$ cat src/rtl/pc_fetch_pkg.sv
// pc_fetch_pkg: shared definitions for the picoMIPS PC / instruction-fetch unit.
//   fetch_state_t      : FETCH (request in flight) / EXEC (instruction executing)
//   PSIZE_DEFAULT      : default PC / program-memory address width
//   ISIZE_DEFAULT      : default instruction width
//   OPC_W/OPC_MSB/LSB  : opcode field position inside an instruction word
// Opcode values themselves live in opcodes.sv.
package pc_fetch_pkg;

    typedef enum logic {
        FETCH = 1'b0,
        EXEC  = 1'b1
    } fetch_state_t;

    localparam int PSIZE_DEFAULT = 6;
    localparam int ISIZE_DEFAULT = 24;

    // Opcode occupies the top OPC_W bits of the instruction.
    localparam int OPC_W   = 6;
    localparam int OPC_MSB = ISIZE_DEFAULT - 1;
    localparam int OPC_LSB = ISIZE_DEFAULT - OPC_W;

endpackage

$ cat src/rtl/pc_next_calc.sv
// pc_next_calc: combinational next-PC selector.
//   pc_i      : current PC
//   field_i   : branch field, instr[Psize-1:0]
//   incr_i    : PC <= PC + 1
//   abs_i     : PC <= field (highest priority)
//   rel_i     : PC <= PC + sign-extended field
//   pc_next_o : selected next PC (PC unchanged when no control asserted)
module pc_next_calc #(
    parameter int Psize = 6
) (
    input  logic [Psize-1:0] pc_i,
    input  logic [Psize-1:0] field_i,
    input  logic             incr_i,
    input  logic             abs_i,
    input  logic             rel_i,
    output logic [Psize-1:0] pc_next_o
);

    always_comb begin
        pc_next_o = pc_i;
        if (abs_i) begin
            pc_next_o = field_i;
        end else if (rel_i) begin
            // The offset is as wide as the PC, so a plain modulo-2^Psize add
            // is identical to adding the sign-extended offset.
            pc_next_o = pc_i + field_i;
        end else if (incr_i) begin
            pc_next_o = pc_i + Psize'(1);
        end
    end

endmodule

$ cat src/rtl/pc_fetch.sv
// pc_fetch: program counter and instruction-fetch unit for picoMIPS.
//   clk, nReset   : clock (rising edge), asynchronous active-low reset
//   imem_req      : fetch request, high in FETCH (forced low during reset)
//   imem_addr     : fetch address (= PCout)
//   imem_ack      : memory returns imem_rdata this cycle (FETCH only)
//   imem_rdata    : fetched instruction word
//   instr         : instruction register, to decoder/datapath
//   instr_valid   : high in EXEC
//   stall         : datapath hold; freezes EXEC
//   PCincr/PCabsbranch/PCrelbranch : decoder PC controls, used at EXEC exit
//   PCout         : current PC
//   icount        : retired-instruction counter (wraps)
//   dbg_state     : FSM state (0 = FETCH, 1 = EXEC) for observation
//
// Handshake: a fetch completes on the first rising edge where imem_req and
// imem_ack are both high; imem_ack may already be high in the first request
// cycle, and is ignored outside FETCH.
module pc_fetch
    import pc_fetch_pkg::*;
#(
    parameter int Psize = PSIZE_DEFAULT,
    parameter int Isize = ISIZE_DEFAULT
) (
    input  logic             clk,
    input  logic             nReset,
    output logic             imem_req,
    output logic [Psize-1:0] imem_addr,
    input  logic             imem_ack,
    input  logic [Isize-1:0] imem_rdata,
    output logic [Isize-1:0] instr,
    output logic             instr_valid,
    input  logic             stall,
    input  logic             PCincr,
    input  logic             PCabsbranch,
    input  logic             PCrelbranch,
    output logic [Psize-1:0] PCout,
    output logic [15:0]      icount,
    output logic             dbg_state
);

    fetch_state_t     state_q;
    logic [Psize-1:0] pc_q;
    logic [Psize-1:0] pc_d;
    logic [Isize-1:0] instr_q;
    logic [15:0]      icount_q;

    pc_next_calc #(
        .Psize (Psize)
    ) u_next (
        .pc_i      (pc_q),
        .field_i   (instr_q[Psize-1:0]),
        .incr_i    (PCincr),
        .abs_i     (PCabsbranch),
        .rel_i     (PCrelbranch),
        .pc_next_o (pc_d)
    );

    always_ff @(posedge clk or negedge nReset) begin
        if (!nReset) begin
            state_q  <= FETCH;
            pc_q     <= '0;
            instr_q  <= '0;
            icount_q <= '0;
        end else begin
            case (state_q)
                FETCH: begin
                    if (imem_ack) begin
                        instr_q <= imem_rdata;
                        state_q <= EXEC;
                    end
                end
                EXEC: begin
                    if (!stall) begin
                        pc_q     <= pc_d;
                        icount_q <= icount_q + 16'd1;
                        state_q  <= FETCH;
                    end
                end
                default: state_q <= FETCH;
            endcase
        end
    end

    // The reset value of state_q is FETCH, so the request is qualified with
    // nReset to keep it low while reset is held.
    assign imem_req    = nReset && (state_q == FETCH);
    assign instr_valid = (state_q == EXEC);
    assign imem_addr   = pc_q;
    assign PCout       = pc_q;
    assign instr       = instr_q;
    assign icount      = icount_q;
    assign dbg_state   = state_q;

endmodule
$ cat config.mk
export PLATFORM = sky130hd
export DESIGN_NAME = pc_fetch
export DESIGN_NICKNAME = d
export VERILOG_FILES = /design/src/rtl/pc_fetch_pkg.sv /design/src/rtl/pc_next_calc.sv /design/src/rtl/pc_fetch.sv
export SDC_FILE = /design/constraint.sdc
export NUM_CORES = 1
export LEC_CHECK = 0
export BUFFER_PORTS_ARGS = -buffer_cell sky130_fd_sc_hd__buf_2
export CAP_MARGIN = 20
export CORE_MARGIN = 5
export CORE_UTILIZATION = 25
export DETAILED_ROUTE_END_ITERATION = 7
export PLACE_DENSITY_LB_ADDON = 0.25
export SYNTH_ARGS = -nofsm -noshare
export SYNTH_HDL_FRONTEND = slang
export SYNTH_SLANG_ARGS = --single-unit
$ cat constraint.sdc
create_clock -name clk -period 1.65 [get_ports clk]
set_input_delay 0.0825 -clock clk [delete_from_list [all_inputs] [get_ports clk]]
set_output_delay 0.0825 -clock clk [all_outputs]
set_load 0.01 [all_outputs]
After elaboration in Yosys (flattened, before gate mapping)
Index checks and enable logic that the tools add are counted.

Bits in registers: 47. Bits of input ports: 31. Output and inout bits: 55. Logic and storage cells: 20.

$add $sub $neg: 3. Muxes and demuxes: 6. Bitwise logic cells: 2. Reductions and logical operators: 5.

Operators by type and width (number): two-way mux 6 bit (3); adder 16 x 1 -> 16 bit (second input constant) (1); adder 6 x 1 -> 6 bit (second input constant) (1); adder 6 bit (1); AND reduction 2 bit (2); AND reduction 3 bit (1); nonzero test 3 bit (1); two-way mux 1 bit (2); NOT 1 bit (2); one-hot mux 1 bit (2 select lines) (1); logical AND 1 bit (1).

Longest topological paths before layout
Gate-level depths: netlist of run 1.

Depth in word-level cells: 4. Gate-level depth with buffers: 9. Mapped depth without buffers: 9.

Cells and area by module
A second synthesis of run 1 with hierarchy kept.

Cells, all modules: 200. Area, all modules: 2382.3 µm².

Modules (own cells, without submodules): pc_fetch (instances 1, cells each 131, area each 1895.6 µm², seq. area each 1176.1 µm²); pc_next_calc (instances 1, cells each 69, area each 486.7 µm², seq. area each 0.0 µm²).

Worst setup path before layout of run 1
OpenSTA, ideal clock, no wires.

Path type: register to register. Start: register instr_q[0] (netlist: instr[0]). End: register pc_q[4] (netlist: PCout[4]). Library setup time: 96 ps. Arrival time: 1613 ps. Required time: 1554 ps. Setup slack: -58 ps. Stages on the path, launching flop included: 10. Buffers on the path: 0. Clock period less this slack: 1708 ps. Path through: dfrtp_1 nand2b_1 ha_1 inv_1 fa_1 inv_1 a21o_1 a21oi_1 xor2_1 o31ai_1.

Cells in the longest elaborated chain, start to end: 3.

RTL lines: start, declared (RTL line pc_fetch.sv:44) `logic [Isize-1:0] instr_q;`; start signal, assigned (RTL line pc_fetch.sv:68) `instr_q <= imem_rdata;`; adder 6 bit (RTL line pc_next_calc.sv:26) `pc_next_o = pc_i + field_i;`; two-way mux 6 bit (RTL line pc_next_calc.sv:23) `end else if (rel_i) begin`; two-way mux 6 bit (RTL line pc_next_calc.sv:21) `if (abs_i) begin`; end signal, assigned (RTL line pc_fetch.sv:74) `pc_q <= pc_d;`; end, declared (RTL line pc_fetch.sv:42) `logic [Psize-1:0] pc_q;`.

Every way passes these cells. A chain may end at the register's enable or synchronous reset.

Worst setup path in the final report of run 1
Same ends and word-level chain as after synthesis.

==> impl_metrics.py, run 1 <==
metrics = {
    "detailed_routing": {
        "viasPerCell": 4.25,
        "first_pass_iters": 4,
        "drt_iter0_markers": 27,
        "num_vias": 1693,
        "drcViolationCount": 0,
        "wl_per_cell_um": 13.1,
        "final_antenna_net_count": 0,
        "wirelength_um": 5220,
    },
    "synthesis": {
        "synth-simple-area-share_pct": 11.7,
        "syn_area_per_cell_um2": 12.3,
        "synth.area.mux_share_pct": 14.5,
        "synth_edf_count": 0,
        "ys_seq_elements": 47,
        "netlist_area_um2": 2210,
        "synthFlopType": "dfrtp_1",
        "synth_compound_area_share_pct": 4.70,
        "synth_cells": 180,
        "synthAdderAreaFrac_pct": 4.30,
        "synth_xor_area_share_pct": 7.13,
        "seq_area_frac_synth_pct": 53.2,
        "synth_top_family_by_area": "multiplexers",
        "yosysTopAreaCell": "dfrtp_1",
        "ys.warnings.count": 0,
        "syn_nets": 218,
        "yosys-top-cells-area": "dfrtp_1 53%, mux2_2 13%, xnor2_1 4.8%",
        "yosysUniqueCellTypes": 31,
        "synthArstFlopShare_pct": 100,
        "synth_top_cell_area_share_pct": 53.2,
    },
    "die": {
        "ios": 86,
        "initial_utilization_pct": 25.5,
        "fp-row-count": 34,
        "fp.dieArea_um2": 10800,
        "dieWidth_um": 104,
        "coreArea_um2": 8680,
        "dieHeight_um": 104,
    },
    "clock_network": {
        "cts_sinks": 47,
        "clk_path_buf_depth": 2,
        "h-tree-depth": 2,
        "cts_buffers": 5,
        "clock_latency_ns": 0.29,
        "cts-root-buf": "clkbuf_8",
        "cts.clk_slew.worst_paths_ns": 0.09,
        "cts_tree": "built",
    },
    "worst_setup_path": {
        "worst_setup_path_end_kind": "flop",
        "worst-path-max-fanout": 2,
        "crit_type": "reg2reg",
        "critical_path_buf_inv_count": 2,
        "crit_path_start_kind": "flop",
        "required_ns": 1.86,
        "critPathTopFamily": "adder cells",
        "critPathSlowestCell": "dfrtp_1",
        "reg2reg_from": "instr[0]",
        "slowest_delay_ns": 0.35,
        "r2r_setup_slack_ns": 0.04,
        "reg2reg_to": "PCout[4]",
        "cp.arrival_ns": 1.82,
        "worst-r2r-cell-count": 9,
        "crit_chain": "nand2b_4 -> ha_4 -> inv_2 -> fa_2 -> inv_1 -> a21o_1 -> a21oi_2 -> xor2_1 -> o31ai_1",
    },
    "finish": {
        "synthToLayoutAreaGrowth_pct": 39.8,
        "layout.nets": 327,
        "ff_latch_area_um2": 1180,
        "finalInstanceArea_um2": 3090,
        "fillers": 904,
        "final_cell_mix": "85 x buf_2, 47 x dfrtp_1, 25 x mux2_2, 19 x buf_4, 12 x xnor2_1",
        "multi_input_area_um2": 992,
        "final_common_cell": "buf_2",
        "antennaDiodeCount": 0,
        "drive_gt1_share_pct": 52.4,
        "stdcell_count": 398,
    },
    "min_path": {
        "whs_path_depth": 2,
        "min_to": "instr[20]",
        "min-delay-path-class": "in2reg",
        "holdCritStartpoint": "imem_rdata[20]",
    },
    "sta": {
        "rsz0062_at_grt": "true",
        "max_freq_ghz": 0.621,
        "hold_viol": 0,
        "finalSetupViolCount": 0,
        "maxSlewHeadroom_pct": 58.5,
        "worst_pin_slew_ns": 0.623,
        "fin_skew_ns": 0.00677,
        "fin_crit_sh_pct": 97.6,
        "period_needed_ns": 1.61,
        "maxSlewViolCount": 0,
    },
    "place": {
        "place_area_um2": 2830,
        "portBuffers": 85,
        "place_congestion": 0.772,
        "dp.cells": 377,
        "dp_hpwl_um": 3870,
    },
    "global_routing": {
        "antenna_found_initial": 0,
        "grt_start_max_net_pins": 48,
        "grt-ovfl-total": 0,
        "grt_usage_pct": 9.78,
        "grt_pass1_vias": 1818,
        "grt_pass1_wl_um": 8830,
    },
    "status": {
        "status": "finished clean",
    },
    "power_and_ir_drop": {
        "p_per_area_nw_per_um2": 1290,
        "ir_drop_mv": 0.478,
        "p_leak_nw": 1.52,
    },
    "job": {
        "maxCapViolations": 0,
    },
}
worst max-delay path by stage:
stage / cells after the start / endpoint / slack [ns] / start
5_1_grt: 6 / PCout[5] / -0.05 / instr[2]
2_1_floorplan: 9 / PCout[4] / -0.04 / instr[0]
3_3_place_gp: 9 / PCout[4] / -0.02 / instr[0]
3_5_place_dp: 9 / PCout[4] / -0.03 / instr[0]
6_report: 9 / PCout[4] / 0.04 / instr[0]
4_1_cts: 9 / PCout[4] / -0.01 / instr[0]
layer usage:
layer	global-route usage [%]	up-vias	share of wire [%]
met5	0	-	0
met4	3.61	0	1.5
met3	2.79	8	5.9
met2	16.3	47	49
met1	11.9	804	43
li1	-	834	-
power breakdown:
group	internal (W)	switching (W)	leakage (nW)
logic	0.000866	0.000776	0.906
registers	0.00142	0.000248	0.578
clock network	0.000297	0.000392	0.0412
final cells by class:
class,count,area share [%]
tap,108,4.37
clock buffer,6,2.35
clock inverter,2,0.405
multi-input combinational,116,32.1
timing repair buffer,115,22.3
sequential,47,38.0
inverter,4,0.486
stage by stage:
step	util, %	setup slack, ns	hold slack (ns)	TNS (ns)	total power, W
after floorplan	-	-0.0376	-0.213	-0.0376	0.00263
after global placement	32.7	-0.0166	0.252	-0.0166	0.00322
after detailed placement	32.7	-0.0317	0.257	-0.0317	0.00324
after CTS	35.2	-0.0111	0.00142	-0.0111	0.00404
after global routing	35.6	-0.0471	0.00348	-0.126	0.00433
final	35.6	0.0400	0.0166	0	0.00400
cell usage after synthesis (4+ instances only):
master   number
a21oi_1       7
buf_2         4
buf_4         8
dfrtp_1      47
ha_1          6
inv_1         4
mux2_2       25
mux2i_1       4
nand2_1      11
nand3_1       5
nand4_1       5
nor2_1        6
xnor2_1      12
xor2_1        6
sequential cells by signal, indices dropped and copies added (netlist names):
signal,cells
icount,16
PCout,6
dbg_state,1
instr,24
repair_timing:
action                                 CTS  global route
setup endpoints to repair                1             5
hold buffers                            10             0
gates resized for setup                  4             6
setup buffers                            2             1
endpoints found under the hold margin   56             0
pin swaps                                3             9
logic make-up after synthesis:
| group | count (synthesis) |
|---|---|
| AO/OA/AOI/OAI | 17 |
| XOR/XNOR | 18 |
| adder cells (fa/ha/maj) | 7 |
| buffers and inverters | 17 |
| flip-flops | 47 |
| multiplexers | 29 |
| AND/OR/NAND/NOR | 45 |
(Power assumes the default switching activity.)
==> run 2, diff against run 1 <==
- PLACE_DENSITY: default -> 0.6
- PLACE_DENSITY_LB_ADDON: 0.25 -> default
==> impl_metrics.py, run 2 (synthesis gave the netlist of run 1 again) <==
metrics = {
    "worst_setup_path": {
        "reg2reg_from": "instr[0]",
        "required_ns": 1.87,
        "critPathSlowestCell": "dfrtp_1",
        "crit_chain": "nand2b_4 -> ha_4 -> inv_2 -> fa_2 -> inv_2 -> a21o_1 -> a21oi_2 -> xor2_1 -> o31ai_1",
        "slowest_delay_ns": 0.36,
        "cp_common_cell": "inv_2",
        "worst-r2r-cell-count": 9,
        "worst_setup_path_end_kind": "flop",
        "reg2reg_to": "PCout[4]",
        "crit_path_start_kind": "flop",
        "critPathTopFamily": "adder cells",
        "r2r_setup_slack_ns": 0.05,
        "critical_path_buf_inv_count": 2,
        "cp.arrival_ns": 1.81,
        "worst-path-max-fanout": 2,
        "crit_type": "reg2reg",
    },
    "job": {
        "maxCapViolations": 0,
    },
    "finish": {
        "final_common_cell": "buf_2",
        "synthToLayoutAreaGrowth_pct": 37.1,
        "antennaDiodeCount": 0,
        "final_cell_mix": "85 x buf_2, 47 x dfrtp_1, 25 x mux2_2, 17 x buf_4, 12 x xnor2_1",
        "layout.nets": 321,
        "drive_gt1_share_pct": 52.5,
        "largest_reg_flops": 24,
    },
    "min_path": {
        "min-delay-path-class": "in2reg",
        "holdCritStartpoint": "imem_rdata[19]",
        "whs_path_depth": 2,
        "min_to": "instr[19]",
    },
    "die": {
        "coreArea_um2": 8680,
        "fp-row-count": 34,
        "ios": 86,
        "initial_utilization_pct": 25.5,
        "fp.dieArea_um2": 10800,
        "dieWidth_um": 104,
        "dieHeight_um": 104,
    },
    "global_routing": {
        "grt_pass1_vias": 1764,
        "antenna_found_initial": 0,
        "grt_usage_pct": 9.66,
        "grt_pass1_wl_um": 8710,
        "grt_start_max_net_pins": 27,
        "grt-ovfl-total": 0,
    },
    "detailed_routing": {
        "drt_iter0_markers": 36,
        "viasPerCell": 4.37,
        "num_vias": 1712,
        "drcViolationCount": 0,
        "wl_per_cell_um": 13.3,
        "wirelength_um": 5230,
        "final_antenna_net_count": 0,
        "first_pass_iters": 4,
    },
    "sta": {
        "finalSetupTns_ns": 0,
        "maxSlewHeadroom_pct": 76.6,
        "maxSlewViolCount": 0,
        "hold_ws_ns": 0.0141,
        "rsz0062_at_grt": "true",
        "fin_crit_sh_pct": 96.8,
        "max_freq_ghz": 0.626,
        "hold_viol": 0,
        "period_needed_ns": 1.60,
        "fin_skew_ns": 0.0140,
        "worst_pin_slew_ns": 0.351,
        "finalSetupViolCount": 0,
    },
    "clock_network": {
        "clk_path_buf_depth": 2,
        "cts_buffers": 5,
        "cts_sinks": 47,
        "cts_tree": "built",
        "cts.clk_slew.worst_paths_ns": 0.10,
        "cts-root-buf": "clkbuf_8",
        "h-tree-depth": 2,
        "clock_latency_ns": 0.30,
    },
    "place": {
        "place_congestion": 0.774,
        "dp_hpwl_um": 3970,
        "portBuffers": 85,
    },
    "power_and_ir_drop": {
        "ir_drop_mv": 0.378,
        "power.total_w": 0.00403,
        "p_per_area_nw_per_um2": 1330,
        "p_leak_nw": 1.51,
    },
    "status": {
        "status": "finished clean",
    },
}
## run 2: layout make-up
cell class | instances | area (um^2)
clock inverters | 1 | 7.51
fillers | 937 | 5650
clock buffers | 7 | 96.3
well taps | 108 | 135
repair buffers | 109 | 633
multi-input cells | 116 | 968
inverters | 4 | 15.0
flip-flops and latches | 47 | 1180
## run 2: worst max path at each step
stage / start / to / cells after the start
after CTS: instr[0] / PCout[4] / 9
after detailed placement: instr[0] / PCout[4] / 9
after floorplan: instr[0] / PCout[4] / 9
final: instr[0] / PCout[4] / 9
after global routing: instr[0] / PCout[4] / 9
after global placement: instr[0] / PCout[4] / 9
## run 2: through the flow
stage	cells	util, %	setup WS (ns)	cell area, um^2
5_1_grt	392	34.9	-0.0693	3030
3_3_place_gp	375	32.5	-0.00480	2820
3_5_place_dp	375	32.5	-0.0173	2820
6_report	392	34.9	0.0522	3030
4_1_cts	390	34.7	0.00162	3010
2_1_floorplan	180	-	-0.0376	2220
## run 2: timing repair
action | CTS | global route
pin swaps | 3 | 5
endpoints found under the setup margin | 1 | 6
gates resized for setup | 4 | 4
hold buffers | 5 | 1
hold endpoints to repair | 51 | 1
buffers inserted | 2 | 1
## run 2: worst register-to-register path, delay by kind of cell, from the launching register on
kind	cells	cell delay, ns
adder cells (fa/ha/maj)	2	0.47
flip-flops	1	0.36
AO/OA/AOI/OAI	3	0.34
AND/OR/NAND/NOR	1	0.13
XOR/XNOR	1	0.13
buffers and inverters	2	0.08
## run 2: per-layer routing
layer | track usage [%] | part of all wire [%]
met1 | 11.8 | 42
met2 | 16.1 | 50
met3 | 2.42 | 5.6
met4 | 3.98 | 1.6
met5 | 0 | 0
## run 2: power by group
part / internal [W] / switching (W) / total, W
registers: 0.00142 / 0.000241 / 0.00166
clock network: 0.000382 / 0.000397 / 0.000779
logic: 0.000816 / 0.000771 / 0.00159
==> run 3, diff against run 2 <==
- SETUP_SLACK_MARGIN: default -> 0.15
==> impl_metrics.py, run 3 (synthesis gave the netlist of run 1 again) <==
metrics = {
    "clock_network": {
        "cts.clk_slew.worst_paths_ns": 0.09,
        "cts_buffers": 5,
        "clock_latency_ns": 0.29,
        "cts_tree": "built",
        "cts_sinks": 47,
        "h-tree-depth": 2,
        "cts-root-buf": "clkbuf_8",
        "clk_path_buf_depth": 2,
    },
    "finish": {
        "layout.nets": 318,
        "synthToLayoutAreaGrowth_pct": 40.8,
        "fillers": 895,
        "final_util_pct": 35.9,
        "drive_gt1_share_pct": 54.4,
        "ff_latch_area_um2": 1180,
        "antennaDiodeCount": 0,
        "multi_input_area_um2": 1030,
        "final_common_cell": "buf_2",
        "largest_reg_flops": 24,
        "final_cell_mix": "84 x buf_2, 45 x dfrtp_1, 25 x mux2_2, 12 x xnor2_1, 11 x buf_4",
        "stdcell_count": 389,
        "finalInstanceArea_um2": 3110,
    },
    "global_routing": {
        "antenna_found_initial": 0,
        "grt_pass1_wl_um": 8890,
        "grt_start_max_net_pins": 31,
        "grt-ovfl-total": 0,
        "grt_usage_pct": 9.94,
        "grt_pass1_vias": 1773,
    },
    "place": {
        "dp.cells": 371,
        "place_area_um2": 2850,
        "portBuffers": 85,
        "dp_hpwl_um": 3980,
        "place_congestion": 0.747,
    },
    "die": {
        "ios": 86,
        "coreArea_um2": 8680,
        "fp.dieArea_um2": 10800,
        "dieWidth_um": 104,
        "dieHeight_um": 104,
        "fp-row-count": 34,
        "initial_utilization_pct": 25.5,
    },
    "worst_setup_path": {
        "cp.arrival_ns": 1.79,
        "worst-path-max-fanout": 2,
        "worst_setup_path_end_kind": "flop",
        "crit_chain": "nand2b_4 -> ha_4 -> inv_2 -> fa_2 -> inv_2 -> a21o_1 -> a21oi_2 -> xor2_1 -> o31ai_1",
        "crit_path_start_kind": "flop",
        "cp_common_cell": "inv_2",
        "slowest_delay_ns": 0.39,
        "critPathTopFamily": "flip-flops",
        "crit_type": "reg2reg",
        "critical_path_buf_inv_count": 2,
        "required_ns": 1.81,
        "critPathSlowestCell": "dfrtp_1",
    },
    "detailed_routing": {
        "first_pass_iters": 2,
        "num_vias": 1702,
        "drt_iter0_markers": 34,
        "wirelength_um": 5200,
        "wl_per_cell_um": 13.4,
        "drcViolationCount": 0,
        "final_antenna_net_count": 0,
        "viasPerCell": 4.38,
    },
    "power_and_ir_drop": {
        "switching_share_pct": 33.5,
        "clkPwrFrac_pct": 23.4,
        "p_sw_w": 0.00143,
        "p_leak_nw": 1.51,
        "pwr-share-comb_pct": 36.9,
        "p_per_area_nw_per_um2": 1370,
        "seq_power_share_pct": 39.7,
        "p_int_w": 0.00284,
        "ir_drop_mv": 0.457,
    },
    "sta": {
        "fin_crit_sh_pct": 98.8,
        "hold_ws_ns": 0.0197,
        "maxSlewHeadroom_pct": 61.1,
        "hold_viol": 0,
        "worst_pin_slew_ns": 0.580,
        "finalSetupViolCount": 0,
        "fin_skew_ns": 0.00423,
        "rsz0062_at_grt": "true",
        "period_needed_ns": 1.63,
        "max_freq_ghz": 0.614,
        "maxSlewViolCount": 0,
    },
    "min_path": {
        "min-delay-path-class": "in2reg",
    },
    "status": {
        "status": "finished clean",
    },
    "job": {
        "maxCapViolations": 0,
    },
}
==> run 3: worst register-to-register path: cells and delay by family, from the launching register on <==
kind	cells	cell delay [ns]
simple gates	1	0.15
fa+ha+maj	2	0.36
xor+xnor	1	0.15
compound gates	3	0.36
buf+inv	2	0.08
flops	1	0.39
==> run 3: path summary, 6_finish.rpt <==
path / slack, ns / startpoint / cells after the start / end
min in group asynchronous: 0.23 / nReset / 2 / instr[21]
max in group asynchronous: 0.72 / nReset / 3 / icount[6]
min: 0.02 / imem_rdata[10] / 2 / instr[10]
max: 0.02 / instr[0] / 9 / PCout[4]
min reg2reg: 0.49 / icount[15] / 1 / icount[15]
max reg2reg: 0.02 / instr[0] / 9 / PCout[4]
==> run 3: power by group through the flow <==
stage	sequential [W]	combinational, W	clock [W]
6_report	0.00170	0.00158	0.00100
3_5_place_dp	0.00172	0.00157	0
3_3_place_gp	0.00170	0.00154	0
4_1_cts	0.00170	0.00159	0.00105
5_1_grt	0.00175	0.00176	0.00111
2_1_floorplan	0.00183	0.000889	0
==> run 3: timing repair <==
item,4_1_cts,5_1_grt
hold buffers,5,4
buffers inserted,0,1
gates resized for setup,3,6
pin swaps,6,2
setup endpoints to repair,8,10
hold endpoints to repair,21,4
==> run 3: layout make-up <==
type / instances / share of cell area (%)
Timing Repair Buffer: 106 / 19.9
Sequential cell: 47 / 37.9
Multi-Input combinational cell: 116 / 33.0
Tap cell: 108 / 4.34
Inverter: 4 / 0.482
Clock buffer: 5 / 2.21
Clock inverter: 3 / 2.17
==> run 3: metal layers <==
metal | GRT usage, % | vias to the layer above | share of wire, %
li1 | - | 817 | -
met1 | 12.1 | 838 | 43
met2 | 17.0 | 47 | 51
met3 | 3.23 | 0 | 5.8
met4 | 2.50 | 0 | 0
met5 | 0 | - | 0
==> run 3: metrics by stage <==
stage	setup WS, ns	total power [W]	setup TNS, ns
2_1_floorplan	0.00460	0.00272	0
3_3_place_gp	0.0184	0.00324	0
3_5_place_dp	-0.0138	0.00329	-0.0138
4_1_cts	-0.0233	0.00435	-0.0233
5_1_grt	-0.0891	0.00462	-0.134
6_report	0.0201	0.00427	0
